### config.mk
export PLATFORM = sky130hd
export DESIGN_NAME = matrix_result_serializer
export DESIGN_NICKNAME = d
export VERILOG_FILES = /design/src/rtl/matrix_result_serializer.sv
export SDC_FILE = /design/constraint.sdc
export NUM_CORES = 1
export LEC_CHECK = 0
export ABC_AREA = 1
export ABC_CLOCK_PERIOD_IN_PS = 11900
export CORE_MARGIN = 1
export CORE_UTILIZATION = 49
export DETAILED_ROUTE_END_ITERATION = 16
export PLACE_DENSITY = 0.8
export SYNTH_ARGS = -nofsm -noshare
export SYNTH_HDL_FRONTEND = slang
export SYNTH_SLANG_ARGS = --single-unit
### constraint.sdc
create_clock -name clk -period 11.9 [get_ports clk]
set_input_delay 2.975 -clock clk [delete_from_list [all_inputs] [get_ports clk]]
set_output_delay 2.975 -clock clk [all_outputs]
set_load 0.02 [all_outputs]
### src/rtl/matrix_result_serializer.sv
// matrix_result_serializer: captures an NxN result matrix and streams it bytewise, little-endian per element.
// Define SERIALIZER_CHECKSUM_EN to append an XOR-of-all-data-bytes trailer that carries out_last.
module matrix_result_serializer #(
    parameter int N     = 3,
    parameter int ACC_W = 18
) (
    input  logic                 clk,
    input  logic                 rst,
    input  logic                 res_load,
    input  logic [N*N*ACC_W-1:0] res_data,
    output logic                 busy,
    output logic [7:0]           out_data,
    output logic                 out_valid,
    input  logic                 out_ready,
    output logic                 out_last,
    output logic                 done
);
    localparam int ELEMS = N * N;
    localparam int BPE   = (ACC_W + 7) / 8;
    localparam int EW    = $clog2(ELEMS + 1);
    localparam int BW    = $clog2(BPE + 1);
    typedef enum logic [1:0] {IDLE = 2'd0, SEND = 2'd1, DONE = 2'd2} state_t;
    state_t                 state_q, state_d;
    logic [ELEMS*ACC_W-1:0] buf_q, buf_d;
    logic [EW-1:0]          elem_q, elem_d;
    logic [BW-1:0]          byte_q, byte_d;
    logic [BPE*8-1:0]       cur_elem;
    logic [7:0]             data_byte;
    logic                   load, xfer, at_end, wrap;
`ifdef SERIALIZER_CHECKSUM_EN
    logic [7:0]             csum_q, csum_d;
    logic                   chk_q, chk_d;
`endif
    always_comb begin
        cur_elem = '0;
        cur_elem[ACC_W-1:0] = buf_q[int'(elem_q)*ACC_W +: ACC_W];
        data_byte = cur_elem[int'(byte_q)*8 +: 8];
        load = res_load && state_q != SEND;
        xfer = state_q == SEND && out_ready;
        wrap = byte_q == BW'(BPE - 1);
        at_end = wrap && elem_q == EW'(ELEMS - 1);
        state_d = state_q;
        buf_d = buf_q;
        elem_d = elem_q;
        byte_d = byte_q;
`ifdef SERIALIZER_CHECKSUM_EN
        csum_d = csum_q;
        chk_d = chk_q;
        if (load) begin
            buf_d = res_data;
            state_d = SEND;
            elem_d = '0;
            byte_d = '0;
            csum_d = '0;
            chk_d = 1'b0;
        end else if (xfer) begin
            if (chk_q) begin
                state_d = DONE;
                chk_d = 1'b0;
            end else begin
                csum_d = csum_q ^ data_byte;
                chk_d = at_end;
                byte_d = at_end ? byte_q : wrap ? '0 : byte_q + BW'(1);
                elem_d = at_end ? elem_q : wrap ? elem_q + EW'(1) : elem_q;
            end
        end
`else
        if (load) begin
            buf_d = res_data;
            state_d = SEND;
            elem_d = '0;
            byte_d = '0;
        end else if (xfer) begin
            state_d = at_end ? DONE : SEND;
            byte_d = at_end ? byte_q : wrap ? '0 : byte_q + BW'(1);
            elem_d = at_end ? elem_q : wrap ? elem_q + EW'(1) : elem_q;
        end
`endif
    end
    always_ff @(posedge clk) begin
        buf_q <= buf_d;
        if (rst) begin
            state_q <= IDLE;
            elem_q <= '0;
            byte_q <= '0;
`ifdef SERIALIZER_CHECKSUM_EN
            csum_q <= '0;
            chk_q <= 1'b0;
`endif
        end else begin
            state_q <= state_d;
            elem_q <= elem_d;
            byte_q <= byte_d;
`ifdef SERIALIZER_CHECKSUM_EN
            csum_q <= csum_d;
            chk_q <= chk_d;
`endif
        end
    end
    // All outputs decode registered state only, so out_ready never reaches out_data.
    assign busy = state_q == SEND;
    assign out_valid = busy;
    assign done = state_q == DONE;
`ifdef SERIALIZER_CHECKSUM_EN
    assign out_last = busy && chk_q;
    assign out_data = !busy ? 8'h00 : chk_q ? csum_q : data_byte;
`else
    assign out_last = busy && at_end;
    assign out_data = busy ? data_byte : 8'h00;
`endif
endmodule

Word-level counts from Yosys, hierarchy flattened
Cells that the tools add are included.
{"block": "totals", "word_cells": 29, "latchBits": 0, "rom_bits": 0, "regBits": 170, "output_inout_bits": 12, "n_memories": 0, "mem_bits_rw": 0}
{"block": "classes", "bitwise": 1, "multipliers": 1, "n_eq_ne": 5, "n_reduce_logical": 8, "div": 0, "add_sub_neg": 2, "muxes": 5, "n_shift": 2, "order_cmp": 0}
{"op": "$shiftx 162x10->18", "n": 1}
{"op": "$shiftx 24x6->8", "n": 1}
{"op": "$mul 4x4->8 const B", "n": 1}
{"op": "$mux 8", "n": 1}
{"op": "$add 4x1->4 const B", "n": 1}
{"op": "$eq 2x2->1 const B", "n": 2}
{"op": "$eq 4x4->1 const B", "n": 1}
{"op": "$logic_and 1x1->1", "n": 4}
{"op": "$mux 2", "n": 2}
{"op": "$reduce_and 3->1", "n": 1}
{"op": "$add 2x1->2 const B", "n": 1}
{"op": "$eq 2x1->1 const B", "n": 1}
{"op": "$mux 1", "n": 2}
{"op": "$ne 2x1->1 const B", "n": 1}
{"op": "$reduce_and 2->1", "n": 1}
{"op": "$reduce_bool 2->1", "n": 1}
{"op": "$reduce_or 2->1", "n": 1}
{"op": "$not 1->1", "n": 1}

Longest topological paths before layout
Gate-level depths: netlist (run 1).
{"block": "logic_depth", "ltp_word": 5, "depth_mapped": 12, "mapped_depth_nobuf": 10}

Worst setup path before layout (run 1)
OpenSTA, ideal clock, no wires.
{"block": "synth_timing", "kind": "input-to-reg", "from": "input res_load", "to": "register elem_q[2]", "setup_ps": 129, "path_slack_ps": 1082, "arrival_time_ps": 10689, "stages": 5, "cell_sequence": "inv_1 nor2_1 nor2_1 inv_1 nor3b_2"}
{"block": "synth_via", "elab_chain_cells": 2}
{"element": "start, declared", "line_no": "9", "rtl": "input logic res_load,"}
{"element": "$logic_and 1x1->1", "line_no": "38", "rtl": "load = res_load && state_q != SEND;"}
{"element": "via load", "line_no": "29", "rtl": "logic load, xfer, at_end, wrap;"}
{"element": "$reduce_or 2->1 (no source line)"}
{"element": "end signal, assigned", "line_no": "92", "rtl": "elem_q <= elem_d;"}
{"element": "end, declared", "line_no": "25", "rtl": "logic [EW-1:0] elem_q, elem_d;"}
The timed path passes the listed nets, and every way through them passes these cells.
A chain may end at the register's enable or synchronous reset.

Final worst setup path (run 1)
{"block": "layout_timing", "from": "register elem_q[0]", "to": "output out_data[5]"}
{"block": "layout_via", "elab_chain_cells": 4}
{"element": "$mul 4x4->8", "line_no": "36", "rtl": "cur_elem[ACC_W-1:0] = buf_q[int'(elem_q)*ACC_W +: ACC_W];"}
{"element": "$shiftx 162x10->18", "line_no": "36"}
{"element": "$shiftx 24x6->8", "line_no": "37", "rtl": "data_byte = cur_elem[int'(byte_q)*8 +: 8];"}
{"element": "$mux 8", "line_no": "109", "rtl": "assign out_data = busy ? data_byte : 8'h00;"}
{"element": "end, declared", "line_no": "12", "rtl": "output logic [7:0] out_data,"}
No other way between the ends.

==> flow_metrics.env, run 1 <==
export IMPL_fill_cells=1009
export IMPL_min_period_ns=6.69
export IMPL_drv_slew=0
export IMPL_postSynthCellCount=603
export IMPL_ys_types=27
export IMPL_gp_congestion=0.839
export IMPL_synth_area_sq_um=6980
export IMPL_grt_pass1_wl_um=27800
export IMPL_rsz0062_at_grt="no"
export IMPL_grt_max_degree=84
export IMPL_die_width_um=121
export IMPL_critical_path_slowest_cell="inv_2"
export IMPL_path_max_fanout=77
export IMPL_final_cell_mix="clkdlybuf4s50_1, edfxtp_1, nor2_1"
export IMPL_period_share_pct=56.2
export IMPL_firstDrtPassIters=7
export IMPL_startpoint_type="flop"
export IMPL_drtIter0Drc=631
export IMPL_postLayoutCellArea_sq_um=9420
export IMPL_initial_core_util_pct=50.3
export IMPL_cap_violations=0
export IMPL_syn_to_final_growth_pct=35.0
export IMPL_synth_edf_count=162
export IMPL_crit_buf_inv=3
export IMPL_fp_dieH_um=121
export IMPL_coreArea_sq_um=13900
export IMPL_status="completed"
export IMPL_grtUsageTotal_pct=26.1
export IMPL_yosys_warnings=0
export IMPL_die_area_sq_um=14700
export IMPL_row_count=43
export IMPL_yosysSeqAreaShare_pct=72.0
export IMPL_synth_top_flop_cell="edfxtp_1"
export IMPL_synthesis_nets=771
export IMPL_drc=0
export IMPL_place_area_sq_um=8840
export IMPL_tightestPinTransition_ns=1.14
export IMPL_clock_skew_ns=0.00766
export IMPL_io_buffers=177
export IMPL_numCtsBuffers=17
export IMPL_max_stage_delay_ns=0.70
export IMPL_crit_path_end_kind="output pin"
export IMPL_maxSlewHeadroom_pct=23.8
export IMPL_holdWs_ns=0.503
export IMPL_htreeDepth=4
export IMPL_postCtsResizedCells=0
export IMPL_vias=5158
export IMPL_multi_input_area_sq_um=1630
export IMPL_finalWirelength_um=17900
export IMPL_area_sequential_sq_um=5030
export IMPL_layout_nets=939
export IMPL_final_common_cell="clkdlybuf4s50_1"
export IMPL_ant_nets=0
export IMPL_clk_latency_ns=0.43
export IMPL_dp_hpwl_um=12100
export IMPL_fmax_mhz=149
export IMPL_cts_sinks=170
export IMPL_syn_area_per_cell_sq_um=11.6
export IMPL_cp_top_family="buffers and inverters"
export IMPL_path_class="flop to output pin"
export IMPL_synthArstFlopShare_pct=0
export IMPL_timing_reg2reg_setup_slack_ns=8.78
export IMPL_antenna_found_initial=0
export IMPL_cts_tree="yes"
export IMPL_ys_ff_latch=170
export IMPL_arrival_ns=3.72
export IMPL_cts_buffer_depth=2
export IMPL_worstPathCellList="buf_4 > inv_2 > o21ai_1 > nand3_1 > nand3_1 > nand2_1 > nand2_1 > a21oi_1 > clkdlybuf4s50_1"
export IMPL_pin_count=178
export IMPL_globalRouteOverflowTotal=0
export IMPL_cp_data_required_time_ns=8.93
export IMPL_cts_root_buf="clkbuf_16"
export IMPL_postCtsHoldBufs=0
export IMPL_power_per_cell_area_nw_per_um2=144
export IMPL_setup_tns_ns=0
export IMPL_drive_gt1_share_pct=5.87
export IMPL_setup_viol=0
export IMPL_holdCritPathClass="flop to flop"
export IMPL_wl_per_cell_um=18.6
export IMPL_clkTransAtPathRegs_ns=0.06
export IMPL_hold_viol=0
export IMPL_avgViaCountPerCell=5.35
export IMPL_postCtsSetupRepairBufs=0
export IMPL_diodes=0
export IMPL_grt_pass1_vias=5324
export IMPL_ir_drop_mv=0.106
export IMPL_power_leakage_nw=3.48
export IMPL_totalPowerFinal_w=0.00136
## worst reg2reg max path, delay by kind of cell, from the launching register on
| family | cells | cell delay (ns) |
|---|---|---|
| and+or+nand+nor | 7 | 0.81 |
| DFF | 1 | 0.31 |
| AOI/OAI and AO/OA | 1 | 0.04 |
| adders and majority gates | 1 | 0.44 |
| buffers and inverters | 2 | 1.40 |
## synthesized netlist by cell type (2+ instances only)
cell / number / area share (%)
edfxtp_1: 162 / 70
nor2_1: 101 / 5.4
nand2_1: 95 / 5.1
nand3_1: 74 / 5.3
inv_1: 40 / 2.2
o21ai_0: 28 / 2.0
o21ai_1: 24 / 1.7
a21oi_1: 13 / 0.93
buf_2: 12 / 0.86
buf_4: 8 / 0.86
dfxtp_1: 8 / 2.3
a22o_1: 6 / 0.75
clkbuf_1: 6 / 0.32
nor2_2: 4 / 0.36
clkbuf_2: 3 / 0.22
inv_2: 3 / 0.16
buf_1: 2 / 0.11
clkinv_1: 2 / 0.11
ha_1: 2 / 0.36
nor3_1: 2 / 0.14
o211ai_1: 2 / 0.22
## worst paths after layout
check | startpoint | endpoint | depth (start not counted)
worst min-delay path | state_q[1] | state_q[1] | 2
worst max-delay path | elem_q[0] | out_data[5] | 9
worst min register to register | state_q[1] | state_q[1] | 2
worst max register to register | elem_q[0] | elem_q[3] | 11
## state kept, by name, summed over array words and instances, names as in the netlist
| register | flops |
|---|---|
| state_q | 2 |
| byte_q | 2 |
| buf_q | 162 |
| elem_q | 4 |
## metal layers
metal / track usage (%) / up-vias / wire (um)
met5: 0 / - / 0
met4: 12.3 / 0 / 622
met3: 6.77 / 39 / 1130
met2: 43.4 / 239 / 9160
met1: 31.6 / 2456 / 6970
li1: - / 2424 / -
## power breakdown
part	leakage (nW)	internal, W	switching [W]
Combinational	1.60	0.0000647	0.0000545
Sequential	1.61	0.000695	0.00000952
Clock	0.271	0.000308	0.000226
Total	3.48	0.00107	0.000291
## area by class of cell
class	count	area share, %
well taps	180	2.39
multi-input cells	357	17.3
flip-flops and latches	170	53.4
repair buffers	180	19.0
clock inverters	15	1.61
inverters	45	1.79
clock buffers	17	4.52
## stage by stage
stage	util (%)	setup slack [ns]	cells
finish	67.9	5.21	964
global route	67.9	4.94	964
CTS	67.9	5.25	964
detailed placement	63.7	5.72	932
global placement	63.7	5.85	932
floorplan	-	1.08	603
## cells by family after synthesis
logic type                 count (synthesis)  share of synthesized area (%)
DFF                                      170                           72.0
adders and majority gates                  2                          0.358
AOI/OAI and AO/OA                         75                           5.86
and+or+nand+nor                          280                           17.0
buffers and inverters                     76                           4.79
(Power assumes the default switching activity.)
==> run 2: changes to the inputs <==
Settings changed: ABC_CLOCK_PERIOD_IN_PS 11900 to 6800.
Clock period 11.9 ns to 6.8 ns, I/O delays scaled along.
==> run 2 against run 1 <==
Effect of this change: via count is 0.39% higher; non-clock buffer count unchanged; clock skew is 0.0038 ns lower; first-iteration DRC count shrank 14%; die area stayed put; clock power up 64%; critical path depth stayed put; cell count shrank 0.41%; clock-buffer cell count grew 6; sequential share of layout area grew 0.24 points; largest cell class unchanged.
==> flow_metrics.env, run 2 (synthesis results as in run 1) <==
export IMPL_status="completed"
export IMPL_initial_core_util_pct=50.3
export IMPL_path_max_fanout=41
export IMPL_min_from="state_q[1]"
export IMPL_clkTransAtPathRegs_ns=0.06
export IMPL_pwr_share_clk_pct=37.9
export IMPL_cts_root_buf="clkbuf_16"
export IMPL_reg_top3="buf_q (162), elem_q (4)"
export IMPL_drc=0
export IMPL_dp_hpwl_um=11900
export IMPL_largest_register="buf_q"
export IMPL_worstPathCellList="inv_2 > nor2_1 > o21ai_0 > nand3_1 > nand3_1 > nand2_1 > nand2_1 > a21oi_1 > clkdlybuf4s50_1"
export IMPL_hold_viol=0
export IMPL_holdCritPathClass="flop to flop"
export IMPL_htreeDepth=4
export IMPL_avgViaCountPerCell=5.39
export IMPL_fmax_mhz=191
export IMPL_postCtsSetupRepairBufs=0
export IMPL_final_cell_mix="clkdlybuf4s50_1, edfxtp_1, nor2_1"
export IMPL_tightestPinTransition_ns=1.18
export IMPL_hold_path_cell_count=2
export IMPL_cts_sinks=170
export IMPL_pwr_share_seq_pct=53.1
export IMPL_largest_register_ffs=162
export IMPL_coreArea_sq_um=13900
export IMPL_crit_path_end_kind="output pin"
export IMPL_cell_internal_pwr_w=0.00186
export IMPL_fp_dieH_um=121
export IMPL_grt_pass1_vias=5386
export IMPL_finalWirelength_um=17300
export IMPL_r2r_end="elem_q[3]"
export IMPL_ant_nets=0
export IMPL_postCtsResizedCells=0
export IMPL_r2r_start="elem_q[1]"
export IMPL_row_count=43
export IMPL_grt_pass1_wl_um=27300
export IMPL_path_class="flop to output pin"
export IMPL_diodes=0
export IMPL_timing_reg2reg_setup_slack_ns=4.01
export IMPL_final_common_cell="clkdlybuf4s50_1"
export IMPL_syn_to_final_growth_pct=34.4
export IMPL_vias=5178
export IMPL_cp_data_required_time_ns=5.10
export IMPL_grtUsageTotal_pct=25.1
export IMPL_cp_top_family="buffers and inverters"
export IMPL_drtIter0Drc=545
export IMPL_globalRouteOverflowTotal=0
export IMPL_critical_path_slowest_cell="dfxtp_2"
export IMPL_min_period_ns=5.24
export IMPL_final_core_util_pct=67.6
export IMPL_p_comb_share_pct=9.0
export IMPL_worst_r2r_cell_count=10
export IMPL_gp_congestion=0.890
export IMPL_arrival_ns=3.54
export IMPL_firstDrtPassIters=5
export IMPL_period_share_pct=77.1
export IMPL_worstHoldEndpoint="state_q[1]"
export IMPL_clock_skew_ns=0.00390
export IMPL_drive_gt1_share_pct=4.74
export IMPL_power_leakage_nw=3.47
export IMPL_numCtsBuffers=17
export IMPL_ir_drop_mv=0.160
export IMPL_postCtsHoldBufs=0
export IMPL_rsz0062_at_grt="no"
export IMPL_cap_violations=0
export IMPL_cts_buffer_depth=2
export IMPL_drv_slew=0
export IMPL_setup_viol=0
export IMPL_die_area_sq_um=14700
export IMPL_net_switching_power_w=0.000461
export IMPL_clk_latency_ns=0.41
export IMPL_layout_nets=939
export IMPL_grt_max_degree=116
export IMPL_die_width_um=121
export IMPL_maxSlewHeadroom_pct=21.4
export IMPL_power_per_cell_area_nw_per_um2=247
export IMPL_switching_share_pct=19.9
export IMPL_antenna_found_initial=0
export IMPL_io_buffers=177
export IMPL_cts_tree="yes"
export IMPL_startpoint_type="flop"
export IMPL_wl_per_cell_um=18.0
export IMPL_max_stage_delay_ns=0.91
export IMPL_setup_tns_ns=0
export IMPL_crit_buf_inv=2
export IMPL_pin_count=178
[run 2: cell types whose count changed in the layout (fill, tap and decap cells not counted), sizes merged]
cell	previous run	this run
clkbuf	17	23
clkinv	9	5
inv	45	43
clkinvlp	4	0
[run 2: area by class of cell]
type                       count  area, sq um
multi-input combinational    357         1630
tap                          180          225
fill                        1020         4500
clock buffer                  23          448
timing repair buffer         180         1810
sequential                   170         5030
clock inverter                 5         73.8
inverter                      45          169
[run 2: worst reg2reg max path, delay by kind of cell (launching register included)]
kind                       cells  cell delay, ns
DFF                            1            0.91
adders and majority gates      1            0.35
buffers and inverters          1            0.55
and+or+nand+nor                7            0.81
AOI/OAI and AO/OA              1            0.05
[run 2: worst max-delay path by stage]
stage | slack, ns | depth (start not counted) | endpoint | start
floorplan | 0.07 | 5 | elem_q[2] | res_load
finish | 1.56 | 9 | out_data[5] | elem_q[1]
CTS | 1.58 | 9 | out_data[5] | elem_q[1]
detailed placement | 2.03 | 9 | out_data[5] | elem_q[1]
global route | 1.34 | 9 | out_data[5] | elem_q[1]
global placement | 2.18 | 9 | out_data[6] | elem_q[1]
[run 2: routing by layer]
| layer | GRT usage, % | vias up | part of all wire (%) |
|---|---|---|---|
| met1 | 30.1 | 2420 | 38 |
| met5 | 0 | - | 0 |
| met2 | 42.0 | 292 | 51 |
| li1 | - | 2414 | - |
| met3 | 5.26 | 52 | 7.5 |
| met4 | 14.1 | 0 | 4.2 |
[run 2: power groups by stage]
stage               sequential, W  clock (W)  combinational (W)
global route              0.00124   0.000932           0.000225
floorplan                 0.00126          0          0.0000732
finish                    0.00123   0.000880           0.000208
CTS                       0.00123   0.000894           0.000209
detailed placement        0.00125          0           0.000207
global placement          0.00125          0           0.000202
[run 2: metrics by stage]
stage | cells | total power [W] | setup WS (ns) | hold slack [ns] | area [sq um]
final | 960 | 0.00232 | 1.56 | 0.514 | 9380
after global routing | 960 | 0.00239 | 1.34 | 0.537 | 9380
after CTS | 960 | 0.00234 | 1.58 | 0.507 | 9380
after detailed placement | 932 | 0.00146 | 2.03 | 0.499 | 8860
after global placement | 932 | 0.00145 | 2.18 | 0.473 | 8860
after floorplan | 603 | 0.00133 | 0.0742 | 0.462 | 6980
